==> src/rtl/stopwatch_pkg.sv <==
// Shared state codes, button indices and default timing constants for the stopwatch controller.
// Pure declarations: no logic, no latency.
package stopwatch_pkg;

   typedef enum logic [2:0] {
      ST_OFF   = 3'd0,
      ST_READY = 3'd1,
      ST_RUN   = 3'd2,
      ST_LAP   = 3'd3,
      ST_DONE  = 3'd4
   } sw_state_e;

   localparam int TICK_DIV_DEF        = 5_000_000;
   localparam int DEBOUNCE_CYCLES_DEF = 1_000_000;

   localparam int NUM_BTN     = 5;
   localparam int BTN_INICIAR = 0;
   localparam int BTN_RESET   = 1;
   localparam int BTN_CONTAR  = 2;
   localparam int BTN_PAUSAR  = 3;
   localparam int BTN_PARAR   = 4;

   // Keep only the highest-priority press: Parar > Reset > Contar > Pausar > Iniciar.
   function automatic logic [NUM_BTN-1:0] prio_pick(input logic [NUM_BTN-1:0] p);
      prio_pick = '0;
      if (p[BTN_PARAR])        prio_pick[BTN_PARAR]   = 1'b1;
      else if (p[BTN_RESET])   prio_pick[BTN_RESET]   = 1'b1;
      else if (p[BTN_CONTAR])  prio_pick[BTN_CONTAR]  = 1'b1;
      else if (p[BTN_PAUSAR])  prio_pick[BTN_PAUSAR]  = 1'b1;
      else if (p[BTN_INICIAR]) prio_pick[BTN_INICIAR] = 1'b1;
   endfunction

endpackage

==> src/rtl/stopwatch_ctrl_if.sv <==
// Control link between the stopwatch sequencer and the BCD counter/display datapath.
// Plain wires: the sequencer registers its outputs, the datapath registers its status flags.
interface stopwatch_ctrl_if;
   logic tick;
   logic cnt_clr;
   logic disp_hold;
   logic cnt_at_max;
   logic cnt_nonzero;

   modport master (output tick, output cnt_clr, output disp_hold,
                   input  cnt_at_max, input cnt_nonzero);
   modport slave  (input  tick, input cnt_clr, input disp_hold,
                   output cnt_at_max, output cnt_nonzero);
endinterface

==> src/rtl/stopwatch_ctrl_btn_debounce.sv <==
// One button: 2-FF synchronizer, stable-count debouncer, one-cycle press pulse on accepted 1->0.
// Latency 1 + DEBOUNCE_CYCLES clocks from first low sample to press; no backpressure.
module btn_debounce
   import stopwatch_pkg::*;
#(
   parameter int DEBOUNCE_CYCLES = DEBOUNCE_CYCLES_DEF
) (
   input  logic clk,
   input  logic rst_n,
   input  logic btn_n,
   output logic press
);

   localparam int CW = $clog2(DEBOUNCE_CYCLES + 1);

   logic          sync1;
   logic          sync2;
   logic          level;
   logic [CW-1:0] stable_cnt;

   always_ff @(posedge clk or negedge rst_n) begin
      if (!rst_n) begin
         sync1      <= 1'b1;
         sync2      <= 1'b1;
         level      <= 1'b1;
         stable_cnt <= '0;
         press      <= 1'b0;
      end else begin
         sync1 <= btn_n;
         sync2 <= sync1;
         press <= 1'b0;
         if (sync2 != level) begin
            if (stable_cnt == CW'(DEBOUNCE_CYCLES - 1)) begin
               level      <= sync2;
               stable_cnt <= '0;
               press      <= ~sync2;
            end else begin
               stable_cnt <= stable_cnt + CW'(1);
            end
         end else begin
            stable_cnt <= '0;
         end
      end
   end

endmodule

==> src/rtl/stopwatch_ctrl.sv <==
// Stopwatch sequencer: debounced buttons drive the mode FSM, which gates a 10 Hz tick prescaler.
// State/cnt_clr/disp_hold update one clock after a press pulse; tick is registered; no backpressure.
module stopwatch_ctrl
   import stopwatch_pkg::*;
#(
   parameter int TICK_DIV        = TICK_DIV_DEF,
   parameter int DEBOUNCE_CYCLES = DEBOUNCE_CYCLES_DEF
) (
   input  logic                    clk,
   input  logic                    rst_n,
   input  logic                    ButtonIniciar,
   input  logic                    ButtonReset,
   input  logic                    ButtonContar,
   input  logic                    ButtonPausar,
   input  logic                    ButtonParar,
   stopwatch_ctrl_if.master        dp,
   output logic [2:0]              state
);

   localparam int PW = $clog2(TICK_DIV);

   logic [NUM_BTN-1:0] btn_raw;
   logic [NUM_BTN-1:0] press;
   logic [NUM_BTN-1:0] act;
   sw_state_e          state_q;
   sw_state_e          state_nxt;
   logic               clr_nxt;
   logic               clr_q;
   logic               hold_q;
   logic               tick_q;
   logic [PW-1:0]      presc;
   logic               counting;
   logic               counting_nxt;
   logic               wrap;

   assign btn_raw = {ButtonParar, ButtonPausar, ButtonContar, ButtonReset, ButtonIniciar};

   for (genvar i = 0; i < NUM_BTN; i++) begin : g_btn
      btn_debounce #(.DEBOUNCE_CYCLES(DEBOUNCE_CYCLES)) u_db (
         .clk   (clk),
         .rst_n (rst_n),
         .btn_n (btn_raw[i]),
         .press (press[i])
      );
   end

   assign act          = prio_pick(press);
   assign counting     = (state_q == ST_RUN) || (state_q == ST_LAP);
   assign counting_nxt = (state_nxt == ST_RUN) || (state_nxt == ST_LAP);
   assign wrap         = (presc == PW'(TICK_DIV - 1));

   // Saturation only acts when no accepted press claims the cycle.
   always_comb begin
      state_nxt = state_q;
      clr_nxt   = 1'b0;
      unique case (state_q)
         ST_OFF: begin
            if (act[BTN_INICIAR]) state_nxt = ST_READY;
         end
         ST_READY: begin
            if (act[BTN_PARAR])                           state_nxt = ST_OFF;
            else if (act[BTN_RESET])                      clr_nxt   = 1'b1;
            else if (act[BTN_CONTAR])                     state_nxt = ST_RUN;
            else if (act[BTN_PAUSAR] && dp.cnt_nonzero)   state_nxt = ST_LAP;
         end
         ST_RUN, ST_LAP: begin
            if (act[BTN_PARAR]) begin
               state_nxt = ST_OFF;
            end else if (act[BTN_RESET]) begin
               clr_nxt   = 1'b1;
               state_nxt = ST_READY;
            end else if (state_q == ST_RUN && act[BTN_PAUSAR]) begin
               state_nxt = ST_LAP;
            end else if (state_q == ST_LAP && act[BTN_CONTAR]) begin
               state_nxt = ST_RUN;
            end else if (dp.cnt_at_max) begin
               state_nxt = ST_DONE;
            end
         end
         ST_DONE: begin
            if (act[BTN_PARAR]) begin
               state_nxt = ST_OFF;
            end else if (act[BTN_RESET]) begin
               clr_nxt   = 1'b1;
               state_nxt = ST_READY;
            end
         end
         default: state_nxt = ST_OFF;
      endcase
   end

   always_ff @(posedge clk or negedge rst_n) begin
      if (!rst_n) begin
         state_q <= ST_OFF;
         clr_q   <= 1'b0;
         hold_q  <= 1'b0;
         tick_q  <= 1'b0;
         presc   <= '0;
      end else begin
         state_q <= state_nxt;
         clr_q   <= clr_nxt;
         hold_q  <= (state_nxt == ST_LAP);
         // Tick is withheld on the edge that leaves RUN/LAP so it never coincides with another state.
         tick_q  <= counting && wrap && counting_nxt;
         if (clr_nxt)       presc <= '0;
         else if (counting) presc <= wrap ? '0 : presc + PW'(1);
      end
   end

   assign dp.tick      = tick_q;
   assign dp.cnt_clr   = clr_q;
   assign dp.disp_hold = hold_q;
   assign state        = state_q;

endmodule

==> src/flat_wrapper.sv <==
// flat-port wrapper written by rule: the top's interface ports become plain ports
module stopwatch_ctrl_flat import stopwatch_pkg::*;
#(
   parameter int TICK_DIV        = TICK_DIV_DEF,
   parameter int DEBOUNCE_CYCLES = DEBOUNCE_CYCLES_DEF
)
  (clk, rst_n, ButtonIniciar, ButtonReset, ButtonContar, ButtonPausar, ButtonParar, state, dp_tick, dp_cnt_clr, dp_disp_hold, dp_cnt_at_max, dp_cnt_nonzero);
  stopwatch_ctrl_if dp_i ();
  input  logic clk;
  input  logic rst_n;
  input  logic ButtonIniciar;
  input  logic ButtonReset;
  input  logic ButtonContar;
  input  logic ButtonPausar;
  input  logic ButtonParar;
  output logic [2:0] state;
  output wire logic [$bits(dp_i.tick)-1:0] dp_tick;
  output wire logic [$bits(dp_i.cnt_clr)-1:0] dp_cnt_clr;
  output wire logic [$bits(dp_i.disp_hold)-1:0] dp_disp_hold;
  input wire logic [$bits(dp_i.cnt_at_max)-1:0] dp_cnt_at_max;
  input wire logic [$bits(dp_i.cnt_nonzero)-1:0] dp_cnt_nonzero;
  assign dp_tick = dp_i.tick;
  assign dp_cnt_clr = dp_i.cnt_clr;
  assign dp_disp_hold = dp_i.disp_hold;
  assign dp_i.cnt_at_max = dp_cnt_at_max;
  assign dp_i.cnt_nonzero = dp_cnt_nonzero;
  stopwatch_ctrl #(.TICK_DIV(TICK_DIV), .DEBOUNCE_CYCLES(DEBOUNCE_CYCLES)) u_core (.clk(clk), .rst_n(rst_n), .ButtonIniciar(ButtonIniciar), .ButtonReset(ButtonReset), .ButtonContar(ButtonContar), .ButtonPausar(ButtonPausar), .ButtonParar(ButtonParar), .dp(dp_i), .state(state));
endmodule
==> config.mk <==
export PLATFORM = sky130hd
export DESIGN_NAME = stopwatch_ctrl_flat
export DESIGN_NICKNAME = d
export VERILOG_FILES = /design/src/rtl/stopwatch_pkg.sv /design/src/rtl/stopwatch_ctrl_if.sv /design/src/rtl/stopwatch_ctrl_btn_debounce.sv /design/src/rtl/stopwatch_ctrl.sv /design/src/flat_wrapper.sv
export SDC_FILE = /design/constraint.sdc
export NUM_CORES = 1
export LEC_CHECK = 0
export BUFFER_PORTS_ARGS = -buffer_cell sky130_fd_sc_hd__buf_2
export CAP_MARGIN = 20
export CORE_MARGIN = 2
export CORE_UTILIZATION = 31
export CTS_CLUSTER_DIAMETER = 100
export CTS_CLUSTER_SIZE = 30
export DETAILED_ROUTE_END_ITERATION = 6
export SETUP_SLACK_MARGIN = 0.5
export SYNTH_ARGS = -nofsm -noshare
export SYNTH_HDL_FRONTEND = slang
export SYNTH_SLANG_ARGS = --single-unit
export TNS_END_PERCENT = 30
==> constraint.sdc <==
create_clock -name clk -period 2.4 [get_ports clk]
set_clock_uncertainty 0.1 [all_clocks]
set_input_delay 0.24 -clock clk [delete_from_list [all_inputs] [get_ports clk]]
set_output_delay 0.24 -clock clk [all_outputs]
set_load 0.005 [all_outputs]
==> results.sh, run 1 <==
export IMPL_fin_util=0.381
export IMPL_cts_buffer_depth=2
export IMPL_p_per_area_nw_per_um2=639
export IMPL_overflow=0
export IMPL_min_to="u_core.state[1]$_DFF_PN0_"
export IMPL_relSlewSlack=0.528
export IMPL_min_period_over_period=0.860
export IMPL_num_nets_final=779
export IMPL_status="finished clean"
export IMPL_timing_hold_ws_ns=0.125
export IMPL_mostFrequentLayoutCells="dfrtp_1 (129), nor2_1 (117), xor2_1 (59), nand2_1 (49), nand3_1 (47)"
export IMPL_dr_total_vias=5162
export IMPL_grt_max_degree=57
export IMPL_dieHeight_um=155
export IMPL_fmax_mhz=485
export IMPL_synth_main_ff_cell="dfrtp_1"
export IMPL_wl_met2_um=6410
export IMPL_core_um2=22500
export IMPL_cts_buffers=17
export IMPL_final_area_um2=8570
export IMPL_gp_congestion=0.757
export IMPL_ys_seq_elements=149
export IMPL_syn_to_final_growth_pct=21.4
export IMPL_wl_per_cell_um=13.1
export IMPL_r2r_cells=5
export IMPL_grt_first_pass_wirelength_um=24600
export IMPL_min_path_type="in -> reg"
export IMPL_fin_crit_ns=2.06
export IMPL_io_buffers=14
export IMPL_end_kind="flip-flop"
export IMPL_rows=55
export IMPL_antenna_left=0
export IMPL_hpwlAfterDp_um=9300
export IMPL_die_area_um2=24000
export IMPL_syn_avg_cell_area_um2=10.1
export IMPL_synth_edff_count=0
export IMPL_syn_nets=715
export IMPL_report_final_hold_viol_count=0
export IMPL_crit_fanout=23
export IMPL_firstDrtPassIters=4
export IMPL_drive_gt1_frac=0.178
export IMPL_worst_pin_slew_ns=0.705
export IMPL_final_common_cell="dfrtp_1"
export IMPL_synth_warning_count=0
export IMPL_synthesis_area_um2=7050
export IMPL_ir_drop_mv=0.403
export IMPL_io_pins=15
export IMPL_grtUsageTotal=0.126
export IMPL_cap_violations=0
export IMPL_worstHoldStart="dp_cnt_at_max"
export IMPL_ys_seq_area_frac=0.531
export IMPL_start_util=0.313
export IMPL_drt_iter0_markers=246
export IMPL_hold_depth=4
export IMPL_rsz0062_at_grt="yes"
export IMPL_cts_tree="yes"
export IMPL_htree_levels=4
export IMPL_cts_root_buf="clkbuf_16"
export IMPL_syn_inst=700
export IMPL_r2r_slack_ns=0.34
export IMPL_drc=0
export IMPL_arrival_ns=2.27
export IMPL_async_reset_ff_frac=1.00
export IMPL_wirelength_um=13900
export IMPL_r2r_start="u_core.presc[12]$_DFFE_PN0P_"
export IMPL_worstSetupStartpointType="flip-flop"
export IMPL_drt_met1_wl_um=6840
export IMPL_placed_area_um2=7670
export IMPL_p_leak_uw=0.00370
export IMPL_die_w_um=155
export IMPL_reg2reg_to="u_core.presc[0]$_DFFE_PN0P_"
export IMPL_highest_layer="met4"
export IMPL_insertion_delay_ns=0.42
export IMPL_clk_pin_slew_ns=0.06
export IMPL_worstSetupPathType="reg -> reg"
export IMPL_dr_wl_met3_um=447
export IMPL_cp_required_ns=2.61
export IMPL_setup_violations_final=0
export IMPL_drv_slew=0
export IMPL_grt_antenna_before_repair=1
export IMPL_cts_sinks=149
export IMPL_vias_per_cell=4.86
export IMPL_grt_pass1_vias=5139
export IMPL_yosysUniqueCellTypes=45
-- worst max-delay path by stage --
stage	cells after the start	to	from
3_5_place_dp	7	u_core.presc[14]$_DFFE_PN0P_	u_core.presc[0]$_DFFE_PN0P_
4_1_cts	6	u_core.presc[13]$_DFFE_PN0P_	u_core.presc[17]$_DFFE_PN0P_
2_1_floorplan	7	u_core.presc[20]$_DFFE_PN0P_	u_core.presc[12]$_DFFE_PN0P_
3_3_place_gp	7	u_core.presc[19]$_DFFE_PN0P_	u_core.presc[0]$_DFFE_PN0P_
5_1_grt	5	u_core.presc[0]$_DFFE_PN0P_	u_core.presc[12]$_DFFE_PN0P_
6_report	5	u_core.presc[0]$_DFFE_PN0P_	u_core.presc[12]$_DFFE_PN0P_
-- timing repair --
item / CTS / global route
setup endpoints to repair: 70 / 117
endpoints found under the hold margin: 51 / 0
pin swaps: 3 / 7
resized for setup: 8 / 18
setup buffers: 3 / 10
cloned: 1 / 0
hold buffers: 6 / 0
-- Yosys cell counts, types with 2 or more instances --
cell,count,area [um2]
o31ai_1,2,15.0
and3_1,26,163
nand2_1,50,188
buf_6,3,33.8
nor4b_1,6,52.6
or2_2,2,12.5
clkbuf_1,8,30.0
a21oi_1,20,100
ha_1,6,75.1
and4_1,5,43.8
inv_1,14,52.6
nand4_1,31,194
nor4_1,12,75.1
nor3_1,15,75.1
nand2b_1,7,43.8
dfstp_2,15,394
a22o_1,2,17.5
buf_2,5,25.0
nor2_1,117,439
and2_1,7,43.8
or4_1,4,30.0
a41oi_1,5,43.8
nor3b_1,5,37.5
or3b_2,2,17.5
o21ai_0,13,65.1
mux2_2,6,67.6
xor2_1,59,517
nand3_1,47,235
nor2b_1,2,12.5
and4b_1,4,40.0
xnor2_1,36,315
a31oi_1,18,113
dfrtp_1,134,3350
-- logic make-up after synthesis --
kind of cell,Yosys count,share of synthesized area
XOR/XNOR,95,0.118
flip-flops,149,0.531
AND/OR/NAND/NOR,347,0.250
adder cells (fa/ha/maj),6,0.0106
buffers and inverters,30,0.0200
multiplexers,6,0.00958
AO/OA/AOI/OAI,67,0.0601
-- through the flow --
stage	power [uW]	setup WS [ns]	TNS (ns)	cells
2_1_floorplan	2670	0.437	0	700
3_3_place_gp	2770	-0.0511	-0.0860	1009
3_5_place_dp	2770	0.110	0	1010
4_1_cts	5560	0.352	0	1052
5_1_grt	5690	0.288	0	1062
6_report	5480	0.336	0	1063
-- area by class of cell --
| cell class | count | area (um2) |
|---|---|---|
| multi-input cells | 522 | 3300 |
| well taps | 285 | 357 |
| repair buffers | 60 | 494 |
| flip-flops and latches | 149 | 3750 |
| clock buffers | 20 | 457 |
| inverters | 14 | 52.6 |
| fillers | 2187 | 13900 |
| diodes | 1 | 2.50 |
| clock inverters | 12 | 151 |
-- registers in the layout (all words and copies together) (netlist names), 3 cells and up --
| register | count |
|---|---|
| u_core.g_btn.u_db.stable_cnt | 100 |
| u_core.presc | 23 |
| u_core.g_btn.u_db.sync1 | 5 |
| u_core.g_btn.u_db.press | 5 |
| u_core.g_btn.u_db.sync2 | 5 |
| u_core.state | 3 |
| u_core.g_btn.u_db.level | 5 |
-- routing by layer --
layer	track usage	up-vias
li1	-	2595
met1	0.164	2497
met2	0.201	55
met3	0.0351	15
met4	0.0494	0
met5	0	-
-- critical path, cell delays in order (launching register included) --
cell,delay (ns)
dfrtp_2,0.44
or4_4,0.54
nor4_4,0.30
a21oi_4,0.12
buf_16,0.18
mux2_2,0.27
-- power by group --
group	leakage [uW]	switching, uW	total, uW	internal, uW
clock	0.000297	1060	2750	1690
combinational	0.00140	99.9	155	54.9
sequential	0.00201	24.9	2570	2550
total	0.00370	1180	5480	4290
Power figures use the tool's default switching activity.
==> run 2: changes to the inputs <==
--- a/config.mk
+++ b/config.mk
@@ -15,5 +15,6 @@
 export SETUP_SLACK_MARGIN = 0.5
 export SYNTH_ARGS = -nofsm -noshare
 export SYNTH_HDL_FRONTEND = slang
+export SYNTH_HIERARCHICAL = 1
 export SYNTH_SLANG_ARGS = --single-unit
 export TNS_END_PERCENT = 30
==> run 2 against run 1 <==
Against the previous run: cell count up 7.9%; synthesized cell count up 4.1%; combinational power up 34%; first-iteration DRC count up 50%; clock power down 6%; register-to-register slack better by 0.04 ns; hold slack worse by 0.10 ns; count of clock-buffer cells in the layout unchanged; critical path type unchanged; critical endpoint is now u_core/presc[18]$_DFFE_PN0P_; largest power group is now sequential cells.
==> results.sh, run 2 <==
export IMPL_status="finished clean"
export IMPL_yosysUniqueCellTypes=64
export IMPL_drive_gt1_frac=0.252
export IMPL_dr_total_vias=5805
export IMPL_cp_slowest_cell="or4_4"
export IMPL_synth_warning_count=6
export IMPL_switchingPower_uw=1210
export IMPL_dieHeight_um=161
export IMPL_r2r_start="u_core/presc[7]$_DFFE_PN0P_"
export IMPL_syn_inst=729
export IMPL_layoutNonFillerInstCount=1147
export IMPL_cts_buffers=17
export IMPL_synth_area_leader_cell="dfrtp_1"
export IMPL_top_register="u_core/g_btn.u_db/stable_cnt"
export IMPL_synth_most_common_cell="dfrtp_1"
export IMPL_htree_levels=4
export IMPL_synth_xor_area_frac=0.0793
export IMPL_reg2reg_to="u_core/presc[18]$_DFFE_PN0P_"
export IMPL_cts_sinks=149
export IMPL_fillers=2394
export IMPL_min_period_over_period=0.842
export IMPL_final_common_cell="dfrtp_1"
export IMPL_p_per_area_nw_per_um2=576
export IMPL_hold_depth=3
export IMPL_synth_compound_area_frac=0.111
export IMPL_intPower_uw=4170
export IMPL_reg_top3="u_core/g_btn.u_db/stable_cnt (100), u_core/presc (23)"
export IMPL_largest_reg_flops=100
export IMPL_antenna_left=0
export IMPL_synth_edff_count=0
export IMPL_die_w_um=161
export IMPL_arrival_ns=2.23
export IMPL_synthMuxAreaShare=0.0174
export IMPL_synth_main_ff_cell="dfrtp_1"
export IMPL_synth_top_family_by_area="simple AND/OR/NAND/NOR gates"
export IMPL_drt_iter0_markers=369
export IMPL_dp_cells=1074
export IMPL_p_leak_uw=0.00382
export IMPL_async_reset_ff_frac=1.00
export IMPL_clock_power_share=0.480
export IMPL_insertion_delay_ns=0.42
export IMPL_report_final_hold_viol_count=0
export IMPL_r2r_cells=6
export IMPL_mostFrequentLayoutCells="dfrtp_1 (126), nor2_1 (92), nand2_1 (50), buf_4 (49), nand3_1 (37)"
export IMPL_overflow=0
export IMPL_max_stage_delay_ns=0.62
export IMPL_syn_nets=744
export IMPL_wirelength_um=16300
export IMPL_drv_slew=0
export IMPL_fmax_mhz=495
export IMPL_final_setup_tns_ns=0
export IMPL_grt_first_pass_wirelength_um=27500
export IMPL_drc=0
export IMPL_io_pins=15
export IMPL_cts_root_buf="clkbuf_16"
export IMPL_synthesis_area_um2=7620
export IMPL_io_buffers=14
export IMPL_ys_seq_area_frac=0.492
export IMPL_syn_to_final_growth_pct=22.6
export IMPL_rsz0062_at_grt="yes"
export IMPL_grt_antenna_before_repair=1
export IMPL_core_um2=24200
export IMPL_cts_tree="yes"
export IMPL_grt_pass1_vias=5607
export IMPL_grtUsageTotal=0.128
export IMPL_start_util=0.314
export IMPL_worstSetupStartpointType="flip-flop"
export IMPL_ys_seq_elements=149
export IMPL_hpwlAfterDp_um=10300
export IMPL_gp_congestion=0.851
export IMPL_synth_top_area_frac=0.440
export IMPL_worstSetupPathType="reg -> reg"
export IMPL_wl_per_cell_um=14.2
export IMPL_die_area_um2=25800
export IMPL_cap_violations=0
export IMPL_worstHoldStart="dp_cnt_at_max"
export IMPL_comb_power_share=0.039
export IMPL_cp_required_ns=2.60
export IMPL_synthAdderAreaFrac=0.00985
export IMPL_grt_max_degree=63
export IMPL_r2r_slack_ns=0.38
export IMPL_setup_violations_final=0
export IMPL_ir_drop_mv=0.450
export IMPL_end_kind="flip-flop"
export IMPL_p_seq_frac=0.481
export IMPL_min_path_type="in -> reg"
export IMPL_fin_crit_ns=2.02
export IMPL_synth_simple_area_share=0.273
export IMPL_firstDrtPassIters=5
export IMPL_relSlewSlack=0.565
export IMPL_vias_per_cell=5.06
export IMPL_synthTopCellsByCount="dfrtp_1 (134), nor2_1 (94), nand2_1 (53), nand3_1 (39)"
export IMPL_synth_area_leaders="dfrtp_1 (44%), dfstp_2 (5.2%), nor2_1 (4.6%)"
export IMPL_clk_pin_slew_ns=0.06
export IMPL_cts_buffer_depth=2
export IMPL_num_nets_final=824
export IMPL_path_cells="buf_4 -> nand3_1 -> or4_4 -> nor2_2 -> o21ai_1 -> a22o_1"
export IMPL_crit_fanout=6
export IMPL_rows=57
export IMPL_worst_pin_slew_ns=0.644
export IMPL_timing_hold_ws_ns=0.0230
export IMPL_p_total_uw=5380
export IMPL_min_to="u_core/state[2]$_DFF_PN0_"
export IMPL_switching_share=0.224
export IMPL_syn_avg_cell_area_um2=10.5
==> run 2: changes by cell type after synthesis, sizes merged, moves of 8 or more <==
cell and delta:
a21oi +16, o21ai +8, or3 +15, xor2 -25, nor2 -23, or4 +18, o31ai +16
==> run 2: metal layers <==
layer | up-vias | global-route usage | routed length [um]
li1 | 2842 | - | -
met1 | 2841 | 0.169 | 7570
met2 | 111 | 0.211 | 7820
met3 | 11 | 0.0333 | 691
met4 | 0 | 0.0317 | 177
met5 | - | 0 | 0
==> run 2: how the worst max path moves through the flow <==
| stage | slack, ns | cells past startpoint | startpoint | endpoint |
|---|---|---|---|---|
| after floorplan | 0.49 | 6 | u_core/presc[0]$_DFFE_PN0P_ | u_core/presc[18]$_DFFE_PN0P_ |
| after global placement | 0.28 | 4 | u_core/state[0]$_DFF_PN0_ | u_core/dp.disp_hold$_DFF_PN0_ |
| after detailed placement | 0.28 | 4 | u_core/state[0]$_DFF_PN0_ | u_core/dp.disp_hold$_DFF_PN0_ |
| after CTS | 0.45 | 4 | u_core/g_btn[3].u_db/stable_cnt[6]$_DFF_PN0_ | u_core/g_btn[3].u_db/level$_DFFE_PN1P_ |
| after global routing | 0.33 | 7 | u_core/presc[1]$_DFFE_PN0P_ | u_core/presc[16]$_DFFE_PN0P_ |
| final | 0.38 | 6 | u_core/presc[7]$_DFFE_PN0P_ | u_core/presc[18]$_DFFE_PN0P_ |
==> run 2: kinds of logic after synthesis <==
| logic type | count (synthesis) |
|---|---|
| simple gates | 350 |
| flops | 149 |
| compound gates | 115 |
| xor+xnor | 69 |
| buf+inv | 29 |
| mux | 11 |
| fa+ha+maj | 6 |
==> run 2: layout make-up <==
class	count	area (um2)	share of cell area
inverter	15	56.3	0.00603
sequential	149	3760	0.402
tap	324	405	0.0434
timing repair buffer	74	566	0.0606
clock buffer	20	437	0.0468
antenna	1	2.50	0.000268
multi-input combinational	552	3990	0.427
clock inverter	12	129	0.0138
==> run 2: power by group through the flow <==
stage,Clock [uW],Sequential (uW),Combinational [uW]
detailed placement,0,2630,177
finish,2580,2590,207
floorplan,0,2620,79.2
global route,2780,2590,237
CTS,2660,2590,192
global placement,0,2630,178
==> run 2: what timing repair did <==
action                                 4_1_cts  5_1_grt
setup endpoints to repair                   39       72
gates cloned                                 0        1
pin swaps                                   15       12
buffers inserted                            12       21
hold buffers                                 6        0
endpoints found under the hold margin       59        0
gates resized for setup                     25       33
==> run 2: stage by stage <==
stage          setup WS (ns)   util  cell area (um2)
3_5_place_dp           0.276  0.338             8210
6_report               0.378  0.385             9340
3_3_place_gp           0.282  0.338             8210
4_1_cts                0.448  0.372             9020
2_1_floorplan          0.492      -             7630
5_1_grt                0.334  0.385             9340
==> run 2: critical path: cells and delay by family (launching register included) <==
kind                   cells  cell delay (ns)
AO/OA/AOI/OAI              2             0.30
buffers and inverters      1             0.19
AND/OR/NAND/NOR            3             0.91
flip-flops                 1             0.42
==> run 3: changes to the inputs <==
==> constraint.sdc (replaced) <==
create_clock -name clk -period 1.9 [get_ports clk]
set_clock_uncertainty 0.1 [all_clocks]
set_input_delay 0.19 -clock clk [delete_from_list [all_inputs] [get_ports clk]]
set_output_delay 0.19 -clock clk [all_outputs]
set_load 0.005 [all_outputs]
==> run 3 against run 2 <==
Against the previous run: wire length grew 13%; die area stayed put; the flow now finishes with violations (negative setup slack); clock power increased by 30%; combinational power rose by 76%; cell area rose by 20%; power increased by 30%; setup slack got worse by 0.39 ns; count of clock-buffer cells in the layout decreased by 2; largest cell class unchanged.
==> results.sh, run 3 (synthesized netlist as in run 2, its figures left out) <==
export IMPL_status="complete, but fails checks"
export IMPL_violations="negative setup slack"
export IMPL_io_pins=15
export IMPL_mostFrequentLayoutCells="buf_4 (134), dfrtp_1 (120), nand2_1 (47), buf_6 (39), nor2_1 (36)"
export IMPL_setup_violations_final=7
export IMPL_cts_sinks=149
export IMPL_rows=57
export IMPL_min_period_over_period=1.01
export IMPL_gp_congestion=0.866
export IMPL_worst_pin_slew_ns=0.476
export IMPL_max_stage_delay_ns=0.47
export IMPL_num_nets_final=945
export IMPL_wl_per_cell_um=14.5
export IMPL_cts_tree="yes"
export IMPL_rsz0062_at_grt="yes"
export IMPL_worst_path_buf_inv=1
export IMPL_drt_iter0_markers=366
export IMPL_reg_top3="u_core/g_btn.u_db/stable_cnt (100), u_core/presc (23)"
export IMPL_antenna_left=0
export IMPL_final_common_cell="buf_4"
export IMPL_largest_reg_flops=100
export IMPL_min_path_type="in -> async"
export IMPL_grt_first_pass_wirelength_um=31700
export IMPL_r2r_start="u_core/presc[0]$_DFFE_PN0P_"
export IMPL_drive_gt1_frac=0.495
export IMPL_overflow=0
export IMPL_cts_buffers=17
export IMPL_die_w_um=161
export IMPL_insertion_delay_ns=0.42
export IMPL_diodes=0
export IMPL_r2r_slack_ns=-0.01
export IMPL_wirelength_um=18400
export IMPL_fin_crit_ns=1.91
export IMPL_arrival_ns=2.13
export IMPL_end_kind="flip-flop"
export IMPL_dr_total_vias=6331
export IMPL_postLayoutSetupSlackWorst_ns=-0.0136
export IMPL_vias_per_cell=5.00
export IMPL_grt_max_degree=48
export IMPL_p_per_area_nw_per_um2=625
export IMPL_htree_levels=4
export IMPL_worstSetupStartpointType="flip-flop"
export IMPL_die_area_um2=25800
export IMPL_start_util=0.314
export IMPL_top_register="u_core/g_btn.u_db/stable_cnt"
export IMPL_fmax_mhz=523
export IMPL_core_um2=24200
export IMPL_worstSetupPathType="reg -> reg"
export IMPL_drc=0
export IMPL_cp_slowest_cell="or4_4"
export IMPL_cts_buffer_depth=2
export IMPL_p_total_uw=7000
export IMPL_relSlewSlack=0.683
export IMPL_report_final_hold_viol_count=0
export IMPL_crit_fanout=4
export IMPL_cp_top_family="simple AND/OR/NAND/NOR gates"
export IMPL_clk_pin_slew_ns=0.06
export IMPL_ir_drop_mv=0.603
export IMPL_io_buffers=14
export IMPL_grtUsageTotal=0.149
export IMPL_cp_required_ns=2.12
export IMPL_fin_util=0.462
export IMPL_cap_violations=0
export IMPL_syn_to_final_growth_pct=47.0
export IMPL_path_cells="ha_2 -> nand4_1 -> buf_4 -> or4_4 -> nor2_2 -> o21ai_1 -> a22o_1"
export IMPL_cts_root_buf="clkbuf_16"
export IMPL_drv_slew=0
export IMPL_dp_slack_ns=-0.124
export IMPL_hpwlAfterDp_um=11700
export IMPL_firstDrtPassIters=5
export IMPL_final_setup_tns_ns=-0.0409
export IMPL_p_leak_uw=0.00464
export IMPL_grt_pass1_vias=6427
export IMPL_dieHeight_um=161
export IMPL_r2r_cells=7
export IMPL_reg2reg_to="u_core/presc[18]$_DFFE_PN0P_"
export IMPL_grt_antenna_before_repair=0
## run 3: through the flow
stage	hold WS, ns	cell area [um2]	instances
3_5_place_dp	0.0652	8990	1174
2_1_floorplan	-0.206	7710	729
5_1_grt	0.228	11200	1267
3_3_place_gp	0.0632	8990	1174
6_report	0.190	11200	1267
4_1_cts	0.216	10600	1246
## run 3: power by group
part,switching (uW),total (uW),internal (uW)
registers,48.3,3270,3230
clock network,1390,3360,1970
logic,203,364,162
total,1640,7000,5360
## run 3: worst max-delay path by stage
stage	slack (ns)	end	startpoint	cells past startpoint
finish	-0.01	u_core/presc[18]$_DFFE_PN0P_	u_core/presc[0]$_DFFE_PN0P_	7
global route	-0.11	u_core/presc[17]$_DFFE_PN0P_	u_core/presc[1]$_DFFE_PN0P_	8
CTS	-0.02	u_core/presc[18]$_DFFE_PN0P_	u_core/presc[0]$_DFFE_PN0P_	7
detailed placement	-0.12	u_core/presc[19]$_DFFE_PN0P_	u_core/presc[22]$_DFFE_PN0P_	6
global placement	-0.13	u_core/presc[22]$_DFFE_PN0P_	u_core/presc[22]$_DFFE_PN0P_	6
floorplan	0.02	u_core/presc[11]$_DFFE_PN0P_	u_core/state[1]$_DFF_PN0_	6
## run 3: routing by layer
metal / vias up / global-route usage / wire length [um]
met5: - / 0 / 0
met4: 0 / 0.0544 / 363
met3: 23 / 0.0263 / 341
met2: 68 / 0.246 / 9070
met1: 3136 / 0.196 / 8650
li1: 3104 / - / -
## run 3: layout make-up
| cell class | instances | area, um2 |
|---|---|---|
| fill | 2210 | 13100 |
| multi-input combinational | 553 | 4760 |
| sequential | 149 | 3760 |
| timing repair buffer | 194 | 1620 |
| clock buffer | 18 | 439 |
| tap | 324 | 405 |
| clock inverter | 14 | 154 |
| inverter | 15 | 56.3 |
## run 3: timing repair
action / in CTS / in global routing
gates cloned: 2 / 2
hold endpoints to repair: 97 / 0
hold buffers: 7 / 0
pin swaps: 124 / 84
setup endpoints to repair: 140 / 141
setup buffers: 31 / 19
gates resized for setup: 175 / 107
